<file path="config.mk">
export PLATFORM = sky130hd
export DESIGN_NAME = riscv_run_ctrl
export DESIGN_NICKNAME = d
export VERILOG_FILES = /design/src/rtl/riscv_run_ctrl.sv
export SDC_FILE = /design/constraint.sdc
export NUM_CORES = 1
export LEC_CHECK = 0
export ABC_AREA = 1
export CAP_MARGIN = 20
export CORE_MARGIN = 2
export CORE_UTILIZATION = 50
export DETAILED_ROUTE_END_ITERATION = 8
export MAX_ROUTING_LAYER = met4
export PLACE_DENSITY = 0.86
export SLEW_MARGIN = 20
export SYNTH_ARGS = -nofsm -noshare
export SYNTH_HDL_FRONTEND = slang
export SYNTH_SLANG_ARGS = --single-unit
</file>
<file path="constraint.sdc">
create_clock -name clk -period 6.2 [get_ports clk]
set_clock_uncertainty 0.1 [all_clocks]
set_input_delay 1.24 -clock clk [delete_from_list [all_inputs] [get_ports clk]]
set_output_delay 1.24 -clock clk [all_outputs]
set_load 0.005 [all_outputs]
</file>
<file path="src/rtl/riscv_run_ctrl.sv">
// riscv_run_ctrl: run sequencer for the riscv32i test harness.
// Watches rising edges of the GPIO control word, gates the core through
// RUN and DRAIN, counts RUN cycles and classifies how the run ended.
// Optional feature: define RUN_CTRL_WATCHDOG_EN to enable the RUN-cycle
// watchdog that ends a hung run with status TIMEOUT.
//
//   state | meaning
//   ------+---------------------------------------------------------
//   IDLE  | core gated off, waiting for a start edge
//   RUN   | core enabled, cycle counter running, end-of-run detection
//   DRAIN | core still enabled for DRAIN_CYCLES, counter frozen
//   DONE  | core gated off, stop_sim_o high, results held
module riscv_run_ctrl #(
  parameter int unsigned          NUM_HARTS      = 1,
  parameter logic [NUM_HARTS-1:0] HART_MASK      = {NUM_HARTS{1'b1}},
  parameter int unsigned          CNT_W          = 32,
  parameter int unsigned          DRAIN_CYCLES   = 30,
  parameter int unsigned          TIMEOUT_CYCLES = 100000,
  parameter int unsigned          RST_PULSE      = 4
) (
  input  logic                 clk,
  input  logic                 rst_n,
  input  logic [31:0]          ctrl_i,
  input  logic [31:0]          success_code_i,
  input  logic [NUM_HARTS-1:0] finished_i,
  input  logic [NUM_HARTS-1:0] fail_i,
  output logic                 core_en_o,
  output logic                 core_rst_n_o,
  output logic                 stop_sim_o,
  output logic                 done_o,
  output logic [2:0]           status_o,
  output logic [1:0]           state_o,
  output logic [CNT_W-1:0]     cycle_count_o,
  output logic [31:0]          result_code_o
);

  localparam int unsigned       DW         = $clog2(DRAIN_CYCLES + 1);
  localparam int unsigned       RW         = $clog2(RST_PULSE + 1);
  localparam logic [DW-1:0]     DRAIN_LAST = DW'(DRAIN_CYCLES - 1);
  localparam logic [RW-1:0]     RST_LOAD   = RW'(RST_PULSE);
  localparam logic [CNT_W-1:0]  TMO_LAST   = CNT_W'(TIMEOUT_CYCLES - 1);
`ifdef RUN_CTRL_WATCHDOG_EN
  localparam bit                WDOG_EN    = 1'b1;
`else
  localparam bit                WDOG_EN    = 1'b0;
`endif

  localparam logic [2:0] ST_NONE  = 3'd0;
  localparam logic [2:0] ST_PASS  = 3'd1;
  localparam logic [2:0] ST_FAIL  = 3'd2;
  localparam logic [2:0] ST_TMO   = 3'd3;
  localparam logic [2:0] ST_ABORT = 3'd4;

  typedef enum logic [1:0] {
    S_IDLE  = 2'd0,
    S_RUN   = 2'd1,
    S_DRAIN = 2'd2,
    S_DONE  = 2'd3
  } state_e;

  state_e                 state_q, state_d;
  logic [31:0]            ctrl_q;
  logic [31:0]            ev;
  logic [CNT_W-1:0]       cycle_cnt_q, cycle_cnt_d;
  logic [DW-1:0]          drain_cnt_q, drain_cnt_d;
  logic [2:0]             status_q, status_d;
  logic [31:0]            result_q, result_d;
  logic [NUM_HARTS-1:0]   fin_seen_q, fin_seen_d;
  logic [RW-1:0]          rst_cnt_q, rst_cnt_d;
  logic                   done_q, done_d;
  logic                   fin_all;
  logic                   wdog_hit;
  logic                   unused_ev;

  assign ev        = ctrl_i & ~ctrl_q;
  assign unused_ev = ^{ev[31:4], ev[1]};
  // Pulse finishes count from earlier cycles as well as the current one.
  assign fin_all   = ((fin_seen_q | finished_i) & HART_MASK) == HART_MASK;
  assign wdog_hit  = WDOG_EN && (cycle_cnt_q == TMO_LAST);

  // State and datapath registers; the reset counter starts at 1 so the core
  // reset releases on the first edge after rst_n deasserts.
  always_ff @(posedge clk) begin
    if (!rst_n) begin
      state_q     <= S_IDLE;
      ctrl_q      <= '0;
      cycle_cnt_q <= '0;
      drain_cnt_q <= '0;
      status_q    <= ST_NONE;
      result_q    <= '0;
      fin_seen_q  <= '0;
      rst_cnt_q   <= RW'(1);
      done_q      <= 1'b0;
    end else begin
      state_q     <= state_d;
      ctrl_q      <= ctrl_i;
      cycle_cnt_q <= cycle_cnt_d;
      drain_cnt_q <= drain_cnt_d;
      status_q    <= status_d;
      result_q    <= result_d;
      fin_seen_q  <= fin_seen_d;
      rst_cnt_q   <= rst_cnt_d;
      done_q      <= done_d;
    end
  end

  // Next-state and datapath update, soft reset first then per-state events.
  always_comb begin
    state_d     = state_q;
    cycle_cnt_d = cycle_cnt_q;
    drain_cnt_d = drain_cnt_q;
    status_d    = status_q;
    result_d    = result_q;
    fin_seen_d  = fin_seen_q;
    rst_cnt_d   = (rst_cnt_q != '0) ? rst_cnt_q - 1'b1 : rst_cnt_q;

    if (ev[2]) begin
      state_d     = S_IDLE;
      cycle_cnt_d = '0;
      drain_cnt_d = '0;
      status_d    = ST_NONE;
      result_d    = '0;
      fin_seen_d  = '0;
      rst_cnt_d   = RST_LOAD;
    end else begin
      unique case (state_q)
        S_IDLE, S_DONE: begin
          if (ev[0]) begin
            state_d     = S_RUN;
            cycle_cnt_d = '0;
            fin_seen_d  = '0;
            status_d    = ST_NONE;
            result_d    = '0;
          end
        end
        S_RUN: begin
          fin_seen_d = fin_seen_q | finished_i;
          // Counter freezes on the exit edge so it reports the detection cycle.
          if (ev[3]) begin
            state_d  = S_DONE;
            status_d = ST_ABORT;
          end else if (|fail_i) begin
            state_d     = S_DRAIN;
            status_d    = ST_FAIL;
            drain_cnt_d = DRAIN_LAST;
          end else if (fin_all) begin
            state_d     = S_DRAIN;
            status_d    = ST_PASS;
            result_d    = success_code_i;
            drain_cnt_d = DRAIN_LAST;
          end else if (wdog_hit) begin
            state_d     = S_DRAIN;
            status_d    = ST_TMO;
            drain_cnt_d = DRAIN_LAST;
          end else if (cycle_cnt_q != '1) begin
            cycle_cnt_d = cycle_cnt_q + 1'b1;
          end
        end
        S_DRAIN: begin
          if (ev[3]) begin
            state_d = S_DONE;
          end else begin
            if ((|fail_i) && (status_q == ST_PASS)) begin
              status_d = ST_FAIL;
              result_d = '0;
            end
            if (drain_cnt_q == '0) begin
              state_d = S_DONE;
            end else begin
              drain_cnt_d = drain_cnt_q - 1'b1;
            end
          end
        end
      endcase
    end

    done_d = (state_d == S_DONE) && (state_q != S_DONE);
  end

  assign core_en_o     = (state_q == S_RUN) || (state_q == S_DRAIN);
  assign core_rst_n_o  = (rst_cnt_q == '0);
  assign stop_sim_o    = (state_q == S_DONE);
  assign done_o        = done_q;
  assign status_o      = status_q;
  assign state_o       = state_q;
  assign cycle_count_o = cycle_cnt_q;
  assign result_code_o = result_q;

endmodule

</file>
After elaboration in Yosys (flattened, before gate mapping) --
Index checks and enable logic that the tools add are counted.
Storage, ports and cells: bits in registers 83, output and inout bits 73, bits of input ports 68, word-level logic and storage cells 89
Cells by class: eq/ne operators 18, add/subtract/negate cells 3, bitwise gates (word level) 4, reduce and logical (&&, ||, !) cells 17, mux-type cells 37
Operators with widths (number):
- 2-to-1 mux 32 bit | 10
- one-hot mux 32 bit (3 select lines) | 1
- one-hot mux 32 bit (2 select lines) | 1
- adder 32 x 1 -> 32 bit (second input constant) | 1
- inequality test 32 bit (second input constant) | 1
- 2-to-1 mux 5 bit | 5
- 2-to-1 mux 3 bit | 8
- inequality test 2 bit (second input constant) | 10
- 2-to-1 mux 2 bit | 7
- AND reduction 6 bit | 2
- one-hot mux 5 bit (2 select lines) | 1
- one-hot mux 3 bit (3 select lines) | 1
- equality test 2 bit (second input constant) | 3
- one-hot mux 2 bit (3 select lines) | 1
- nonzero test 2 bit | 3
- zero test 5 bit | 1
- AND reduction 5 bit | 1
- subtractor 5 x 1 -> 5 bit (second input constant) | 1
- bitwise AND 4 bit | 1
- inequality test 4 bit (second input constant) | 1
- NOT 4 bit | 1
- AND reduction 4 bit | 1
- OR reduction 2 bit | 2
- equality test 3 x 1 -> 1 bit (second input constant) | 1
- 13 further kinds | 14

Logic depth before layout (Yosys ltp) --
Gate-level depths: netlist (run 1).
depth after elaboration 8, depth in mapped cells 14, gate-level depth less buffers 13

Worst setup path after synthesis (run 1) --
OpenSTA, ideal clock, no wires.
kind input -> register, start in ctrl_i[3], end reg cycle_cnt_q[30], in the netlist cycle_count_o[30], setup time 0.120 ns, cell stages on the path 11, buffers on the path 1, data arrival time 2.284 ns, slack 3.696 ns, data required time 5.980 ns, path through nand2_1 inv_1 nand2_1 nand3_1 nor2_4 nand2_8 buf_6 nor2_1 nand2_1 nand2_1 nor2_1
On the way: longest elaborated chain between the ends 3
RTL lines:
- start: declaration | line 23 | input logic [31:0] ctrl_i,
- bitwise AND 4 bit | line 75 | assign ev = ctrl_i & ~ctrl_q;
- inequality test 2 bit (no line)
- AND reduction 6 bit (no line)
- end signal: assignment | line 97 | cycle_cnt_q <= cycle_cnt_d;
- end: declaration | line 64 | logic [CNT_W-1:0] cycle_cnt_q, cycle_cnt_d;
No other way between the ends. A chain may end at the register's enable or synchronous reset.

Worst setup path after layout (run 1) --
start in rst_n, end reg cycle_cnt_q[12], in the netlist cycle_count_o[12]
On the way: longest elaborated chain between the ends 2
RTL lines:
- start: declaration | line 22 | input logic rst_n,
- NOT 1 bit (no line)
- OR reduction 2 bit (no line)
No other way between the ends.

==> qor.yml, run 1 <==
worst_setup_path:
  crit_type: "input port to flop"
  crit_start: "rst_n"
  endpoint_kind: "flop"
  cp_max_fo: 18
  worstSetupStartpointType: "input port"
  arrival_ps: 3460
  endpoint: "cycle_count_o[12]"
  r2r_start: "state_o[1]"
  reg2regPathDepth: 10
  reg2reg_slack_ps: 3350
  worstPathRequired_ps: 6380
  r2r-end: "result_code_o[16]"
clocking:
  cts_tree: "yes"
  cts_resized: 0
  insertion_delay_ps: 350
  htreeDepth: 3
  cts_root_buf: "clkbuf_8"
  hold_buffers: 0
  cts_sinks: 82
  cts_buffer_depth: 2
  cts_buffers: 9
  post_cts_buffers: 0
  clk_pin_slew_ps: 90
die:
  dieWidth_um: 97.01
  initial_core_util_pct: 52.12
  die_height_um: 97.01
  core_area_um2: 8299
  pin_count: 141
  die_area_um2: 9411
  rows: 33
global_routing:
  grt.total_usage_pct: 25.00
  grt_pass1_wl_mm: 19.22
  grt_max_degree: 65
  grt_pass1_vias: 4369
  antenna_found_initial: 0
  grt_overflow_total: 0
place:
  io_buffers: 111
  hpwl_mm: 8.049
  place_congestion: 0.9261
  dp_slack_ps: 2604
yosys:
  synth_top_cell_by_area: "dfxtp_1"
  ys_top_cells_by_count: "nand2_1, nor2_1, dfxtp_1, inv_1, o21ai_1"
  synth_area_per_cell_um2: 6.389
  synth-seq-area-share_pct: 37.95
  async_flop_share_pct: 0
  yosys_warnings: 0
  synth_nets: 753
  ys_seq_elements: 82
  synth-edff-count: 0
  yosysTopAreaCellShare_pct: 37.95
  yosys-top-cells-area: "dfxtp_1, nand2_1, nor2_1, inv_1, o21ai_1"
  syn_area_um2: 4325
  ys.flop_type: "dfxtp_1"
  yosysUniqueCellTypes: 36
  yosysMostFrequentCell: "nand2_1"
  syn_inst: 677
timing:
  setup_viol: 0
  rsz0062_at_grt: "no"
  setup_tns_ps: 0
  post-route-min-period_ps: 3273
  drv_slew: 0
  fmax_ghz: 0.3055
  worstMarginPinSlew_ps: 1011
  max-slew-margin-rel_pct: 32.58
  timing.hold.ws_ps: 367.8
  period_share_pct: 52.80
  hold_viol: 0
  worst_slack_ps: 2927
layout:
  final_net_count: 854
  antenna_cells: 0
  multi_input_area_um2: 2247
  ff_latch_area_um2: 1642
  num-fill-cells: 734
  drive_above_1_share_pct: 4.598
  postLayoutCoreUtil_pct: 67.72
  synthToLayoutAreaGrowth_pct: 29.94
power:
  powerDensity_nw_per_um2: 203.1
  power_mw: 1.141
  worst_ir_drop_vdd_uv: 111.6
  p_leak_nw: 2.153
detailed_routing:
  antenna_left: 0
  firstDrtPassIters: 4
  drt_iter0_drc: 215
  post_drt_wl_per_cell_um: 12.62
  vias_per_cell: 5.149
  route.detailed.drc: 0
  wl_mm: 11.21
  vias: 4572
run:
  maxCapViolCount: 0
hold_path:
  min-delay-start: "fin_seen_q"
  hold_path_class: "flop to flop"
run_status:
  status: "complete, no violations"
## power by group
group	switching, mW	internal, mW
Combinational	0.127	0.0999
Sequential	0.0130	0.550
Clock	0.197	0.155
## critical path, cell delays in order
cell,delay (ps)
clkdlybuf4s50_1,540
inv_1,100
nor2_1,470
nand2_1,380
inv_2,380
o21ai_0,180
a21oi_1,150
## state kept, by name, indices dropped and copies added, names as in the netlist
name           count
done_o             1
result_code_o     32
cycle_count_o     32
status_o           3
rst_cnt_q          3
ctrl_q             3
drain_cnt_q        5
fin_seen_q         1
state_o            2
## cells in the final DEF, fill, tap and decap left out, drive strengths merged
cell           Yosys  final
or2                1      1
inv               80     80
clkdlybuf4s50      0    111
nand3b             2      2
nor3               9      9
xnor2              1      1
o21ai             56     56
clkinvlp           0      2
o21bai             2      2
nor3b              1      1
buf               12      2
nand2            202    202
nor2             133    133
nand4             16     16
clkinv             0      3
a31oi              1      1
dfxtp             82     82
ha                 8      8
clkbuf            11     11
o22ai              1      1
xor2               4      4
nor4               1      1
and3               2      2
nand3             27     27
a21oi             23     23
a211oi             2      2
## how the worst min path moves through the flow
stage                       to  depth (start not counted)
global placement    fin_seen_q                          2
global route        fin_seen_q                          2
CTS                 fin_seen_q                          2
detailed placement  fin_seen_q                          2
finish              fin_seen_q                          2
floorplan           fin_seen_q                          2
## routing by layer
| metal | vias up | part of all wire (%) | global-route usage, % |
|---|---|---|---|
| met4 | 0 | 1.9 | 9.317 |
| met1 | 2047 | 43 | 30.57 |
| met3 | 23 | 8.5 | 4.913 |
| met5 | - | 0 | - |
| li1 | 2327 | - | - |
| met2 | 175 | 46 | 40.97 |
## stage by stage
stage	instance area, µm²	instances
global route	5620	888
finish	5620	888
floorplan	4325	677
global placement	5449	872
detailed placement	5449	872
CTS	5620	888
## cells by family after synthesis
logic type | count (synthesis) | share of synthesized area, %
simple gates | 394 | 38.39
buf+inv | 103 | 10.12
compound gates | 85 | 10.21
flops | 82 | 37.95
fa+ha+maj | 8 | 2.314
xor+xnor | 5 | 1.012
## layout make-up
class	instances	share of cell area, %
Clock buffer	11	2.516
Tap cell	105	2.337
Sequential cell	82	29.21
Inverter	80	5.387
Multi-Input combinational cell	492	39.98
Timing Repair Buffer	113	20.04
Clock inverter	5	0.5343
Power figures use the tool's default switching activity.
==> run 2: changes to the inputs <==
--- a/config.mk
+++ b/config.mk
@@ -8,10 +8,10 @@
 export ABC_AREA = 1
 export CAP_MARGIN = 20
 export CORE_MARGIN = 2
-export CORE_UTILIZATION = 50
+export CORE_UTILIZATION = 47
 export DETAILED_ROUTE_END_ITERATION = 8
 export MAX_ROUTING_LAYER = met4
-export PLACE_DENSITY = 0.86
+export PLACE_DENSITY = 0.81
 export SLEW_MARGIN = 20
 export SYNTH_ARGS = -nofsm -noshare
 export SYNTH_HDL_FRONTEND = slang
==> constraint.sdc (replaced) <==
create_clock -name clk -period 3.12 [get_ports clk]
set_clock_uncertainty 0.1 [all_clocks]
set_input_delay 0.624 -clock clk [delete_from_list [all_inputs] [get_ports clk]]
set_output_delay 0.624 -clock clk [all_outputs]
set_load 0.005 [all_outputs]
==> run 2 against run 1 <==
Worst hold slack gained 17 ps. Clock power grew to 2.7 times the previous value. Critical path type is now flop to primary output. Highest routed layer unchanged. Count of clock-buffer cells in the layout shrank 1.
==> qor.yml, run 2 (synthesized netlist as in run 1, its figures left out) <==
clocking:
  cts_tree: "yes"
  post_cts_buffers: 0
  cts_sinks: 82
  hold_buffers: 0
  htreeDepth: 3
  cts_resized: 0
  cts_root_buf: "clkbuf_8"
  clk_pin_slew_ps: 90
  cts_buffers: 9
  cts_buffer_depth: 2
  insertion_delay_ps: 350
worst_setup_path:
  worstPathRequired_ps: 2400
  arrival_ps: 1900
  crit_top_cell: "inv_1"
  path_cells: "inv_1, ha_1, inv_1, clkdlybuf4s50_1"
  cpPeakStageDelay_ps: 500
  crit_cells: 4
  crit_type: "flop to primary output"
  reg2regPathDepth: 10
  critPathTopFamily: "buffers and inverters"
  worstSetupStartpointType: "flop"
  endpoint_kind: "primary output"
  cp_max_fo: 8
  slowest_stage: "clkdlybuf4s50_1"
  worstPathBufferInverterCount: 3
detailed_routing:
  drt_iter0_drc: 239
  firstDrtPassIters: 5
  vias_per_cell: 4.964
  vias: 4448
  route.detailed.drc: 0
  antenna_left: 0
  post_drt_wl_per_cell_um: 12.74
  wl_mm: 11.41
die:
  rows: 35
  die_area_um2: 9986
  pin_count: 141
  die_height_um: 99.93
  initial_core_util_pct: 47.72
  core_area_um2: 9065
  dieWidth_um: 99.93
layout:
  drive_above_1_share_pct: 4.841
  multi_input_area_um2: 2247
  synthToLayoutAreaGrowth_pct: 32.69
  num-fill-cells: 845
  final_cell_mix: "nand2_1, nor2_1, clkdlybuf4s50_1"
  final_net_count: 856
  ff_latch_area_um2: 1642
  layout_commonest_cell: "nand2_1"
  final_cell_area_um2: 5739
  antenna_cells: 0
place:
  hpwl_mm: 8.315
  place_congestion: 0.9846
  dp_slack_ps: 432.4
  io_buffers: 111
  dpl_cell_area_um2: 5497
power:
  p_leak_nw: 2.204
  power_mw: 2.522
  worst_ir_drop_vdd_uv: 221.9
  powerDensity_nw_per_um2: 439.5
timing:
  hold_viol: 0
  setup_tns_ps: 0
  worstMarginPinSlew_ps: 533.7
  drv_slew: 0
  fmax_ghz: 0.3818
  setup_viol: 0
  rsz0062_at_grt: "no"
  period_share_pct: 83.95
  max-slew-margin-rel_pct: 64.38
  post-route-min-period_ps: 2619
  worst_slack_ps: 500.6
run:
  maxCapViolCount: 0
global_routing:
  grt_max_degree: 65
  antenna_found_initial: 0
  grt_overflow_total: 0
  grt_pass1_wl_mm: 18.98
  grt.total_usage_pct: 24.11
  grt_pass1_vias: 4182
run_status:
  status: "complete, no violations"
hold_path:
  hold_path_class: "flop to flop"
  hold_depth: 2
[run 2: cell count changes in the layout (fill, tap and decap cells not counted)]
cell | before | now
clkinvlp_4 | 2 | 1
clkbuf_8 | 10 | 9
buf_12 | 0 | 2
clkinv_4 | 0 | 2
bufinv_16 | 0 | 3
clkinv_2 | 3 | 0
[run 2: per-stage QoR]
step           utilization (%)  hold slack, ps  instances
2_1_floorplan                -           339.2        677
3_3_place_gp             60.63           346.8        880
3_5_place_dp             60.63           369.9        880
4_1_cts                  63.31           380.9        896
5_1_grt                  63.31           400.1        896
6_report                 63.31           385.2        896
[run 2: report_power, final]
part / switching (mW) / internal [mW]
clock: 0.405 / 0.535
sequential: 0.0267 / 1.09
combinational: 0.256 / 0.207
[run 2: path summary, 6_finish.rpt]
kind / startpoint / end / slack [ps]
max reg2reg: state_o[0] / cycle_count_o[12] / 570
min: fin_seen_q / fin_seen_q / 390
min reg2reg: fin_seen_q / fin_seen_q / 390
max: state_o[0] / core_en_o / 500
[run 2: layout make-up]
class	instances	share of cell area [%]
Timing Repair Buffer	115	20.32
Tap cell	111	2.420
Clock buffer	10	2.224
Sequential cell	82	28.60
Inverter	80	5.276
Clock inverter	6	2.006
Multi-Input combinational cell	492	39.15
[run 2: worst reg2reg max path, cell delays in order (launching register included)]
cell and delay, ps:
dfxtp_1 420, inv_1 80, ha_1 440, nand2_1 210
nand2_1 180, inv_1 70, nand4_1 80, nand2_1 210
inv_2 350, o21ai_0 170, a21oi_1 150
[run 2: layer usage]
layer | wire length [µm] | part of all wire [%] | GRT usage [%] | vias to the layer above
met2 | 5360 | 47 | 39.35 | 150
met3 | 785 | 6.9 | 6.476 | 15
met1 | 5078 | 44 | 28.45 | 1952
li1 | - | - | - | 2331
met4 | 188 | 1.6 | 9.378 | 0
met5 | 0 | 0 | - | -
==> run 3: changes to the inputs <==
==> constraint.sdc (replaced) <==
create_clock -name clk -period 2.5 [get_ports clk]
set_clock_uncertainty 0.1 [all_clocks]
set_input_delay 0.5 -clock clk [delete_from_list [all_inputs] [get_ports clk]]
set_output_delay 0.5 -clock clk [all_outputs]
set_load 0.005 [all_outputs]
==> run 3 against run 2 <==
Total power up 19%. Global-route usage down 0.059 points. Utilization up 0.28 points. Count of clock-buffer cells in the layout up 2. Design area up 0.44%. Sequential power up 25%. Combinational power up 29%. Sequential share of layout area down 0.12 points. Routed wire length up 0.88%.
==> qor.yml, run 3 (synthesized netlist as in run 1, its figures left out) <==
run_status:
  status: "complete, no violations"
power:
  clockPowerShare_pct: 33.4
  powerDensity_nw_per_um2: 518.9
  p_switching_mw: 0.8401
  worst_ir_drop_vdd_uv: 336.8
  power.internal_mw: 2.151
  swShare_pct: 28.09
  comb_power_share_pct: 19.9
  p_leak_nw: 2.223
  pwr-share-seq_pct: 46.7
layout:
  synthToLayoutAreaGrowth_pct: 33.27
  layout_commonest_cell: "nand2_1"
  antenna_cells: 0
  final_cell_mix: "nand2_1, nor2_1, clkdlybuf4s50_1"
  final_net_count: 864
  final_cell_area_um2: 5764
  postLayoutCoreUtil_pct: 63.59
  drive_above_1_share_pct: 5.927
  num-fill-cells: 853
  fin_cells: 904
place:
  hpwl_mm: 8.488
  place_congestion: 0.9060
  io_buffers: 111
  dpl_cell_area_um2: 5557
  dp_cells: 888
worst_setup_path:
  r2r_start: "cycle_count_o[1]"
  worstSetupStartpointType: "flop"
  cp_max_fo: 8
  arrival_ps: 1790
  reg2reg_slack_ps: 270
  reg2regPathDepth: 12
  r2r-end: "cycle_count_o[18]"
  crit_type: "flop to primary output"
  endpoint_kind: "primary output"
  worstPathRequired_ps: 1900
global_routing:
  grt_pass1_wl_mm: 19.26
  antenna_found_initial: 0
  grt_pass1_vias: 4338
  grt_max_degree: 65
  grt.total_usage_pct: 24.05
  grt_overflow_total: 0
clocking:
  cts_sinks: 82
  insertion_delay_ps: 350
  cts_resized: 0
  clk_pin_slew_ps: 80
  cts_root_buf: "clkbuf_8"
  htreeDepth: 3
  cts_tree: "yes"
  hold_buffers: 0
  post_cts_buffers: 0
  cts_buffer_depth: 2
  cts_buffers: 9
detailed_routing:
  vias: 4573
  vias_per_cell: 5.059
  route.detailed.drc: 0
  firstDrtPassIters: 5
  wl_met1_mm: 4.886
  wl_met2_mm: 5.465
  post_drt_wl_per_cell_um: 12.73
  wl_mm: 11.51
  drt_iter0_drc: 188
  antenna_left: 0
  met3_length_um: 995
  top_layer_used: "met4"
hold_path:
  hold_depth: 2
  min-delay-start: "drain_cnt_q[4]"
  min_to: "drain_cnt_q[4]"
  hold_path_class: "flop to flop"
timing:
  period_share_pct: 95.68
  hold_viol: 0
  post-route-min-period_ps: 2392
  worstMarginPinSlew_ps: 343.2
  setup_tns_ps: 0
  fmax_ghz: 0.4181
  max-slew-margin-rel_pct: 77.03
  rsz0062_at_grt: "no"
  drv_slew: 0
  setup_viol: 0
die:
  initial_core_util_pct: 47.72
  core_area_um2: 9065
  pin_count: 141
  die_height_um: 99.93
  die_area_um2: 9986
  dieWidth_um: 99.93
  rows: 35
run:
  maxCapViolCount: 0
==> run 3: cell types whose count changed in the layout (fill, tap and decap cells not counted), sizes merged <==
| cell | before | now |
|---|---|---|
| buf | 4 | 12 |
| bufinv | 3 | 1 |
| clkbuf | 10 | 12 |
| clkinv | 2 | 1 |
| clkinvlp | 1 | 2 |
==> run 3: stage by stage <==
step	setup WS, ps	total power, mW	hold slack [ps]
global route	28.61	3.142	395.0
detailed placement	121.5	2.024	364.6
finish	108.1	2.991	375.9
CTS	8.425	3.020	375.9
global placement	197.0	2.001	349.5
floorplan	445.5	1.779	339.2
==> run 3: metal layers <==
layer  GRT usage [%]  vias to the layer above
li1                -                     2340
met1           28.91                     2034
met2           40.18                      182
met3           5.780                       17
met4           7.165                        0
met5               -                        -
==> run 3: area by class of cell <==
type | count | area, µm² | area share, %
Inverter | 80 | 302.8 | 5.253
Sequential cell | 82 | 1642 | 28.48
Clock buffer | 12 | 155.1 | 2.692
Tap cell | 111 | 138.9 | 2.409
Multi-Input combinational cell | 492 | 2250 | 39.03
Timing Repair Buffer | 123 | 1226 | 21.27
Clock inverter | 4 | 50.05 | 0.8682
==> run 3: power by group through the flow <==
stage | Clock [mW] | Sequential (mW) | Combinational, mW
final | 1.00 | 1.40 | 0.596
after detailed placement | 0 | 1.43 | 0.598
after CTS | 1.02 | 1.40 | 0.602
after global routing | 1.07 | 1.40 | 0.667
after floorplan | 0 | 1.43 | 0.352
after global placement | 0 | 1.42 | 0.579
==> run 3: worst max path at each step <==
stage | start | end | slack, ps
after floorplan | state_o[0] | result_code_o[12] | 450
after global placement | finished_i | cycle_count_o[2] | 200
after detailed placement | finished_i | cycle_count_o[18] | 120
after CTS | state_o[0] | core_en_o | 8
after global routing | state_o[0] | core_en_o | 30
final | state_o[0] | core_en_o | 110
==> run 3: critical path, cell delays in order, from the launching register on <==
cell and delay [ps]:
dfxtp_1 400, inv_1 100, ha_2 350, inv_1 100, clkdlybuf4s50_1 500
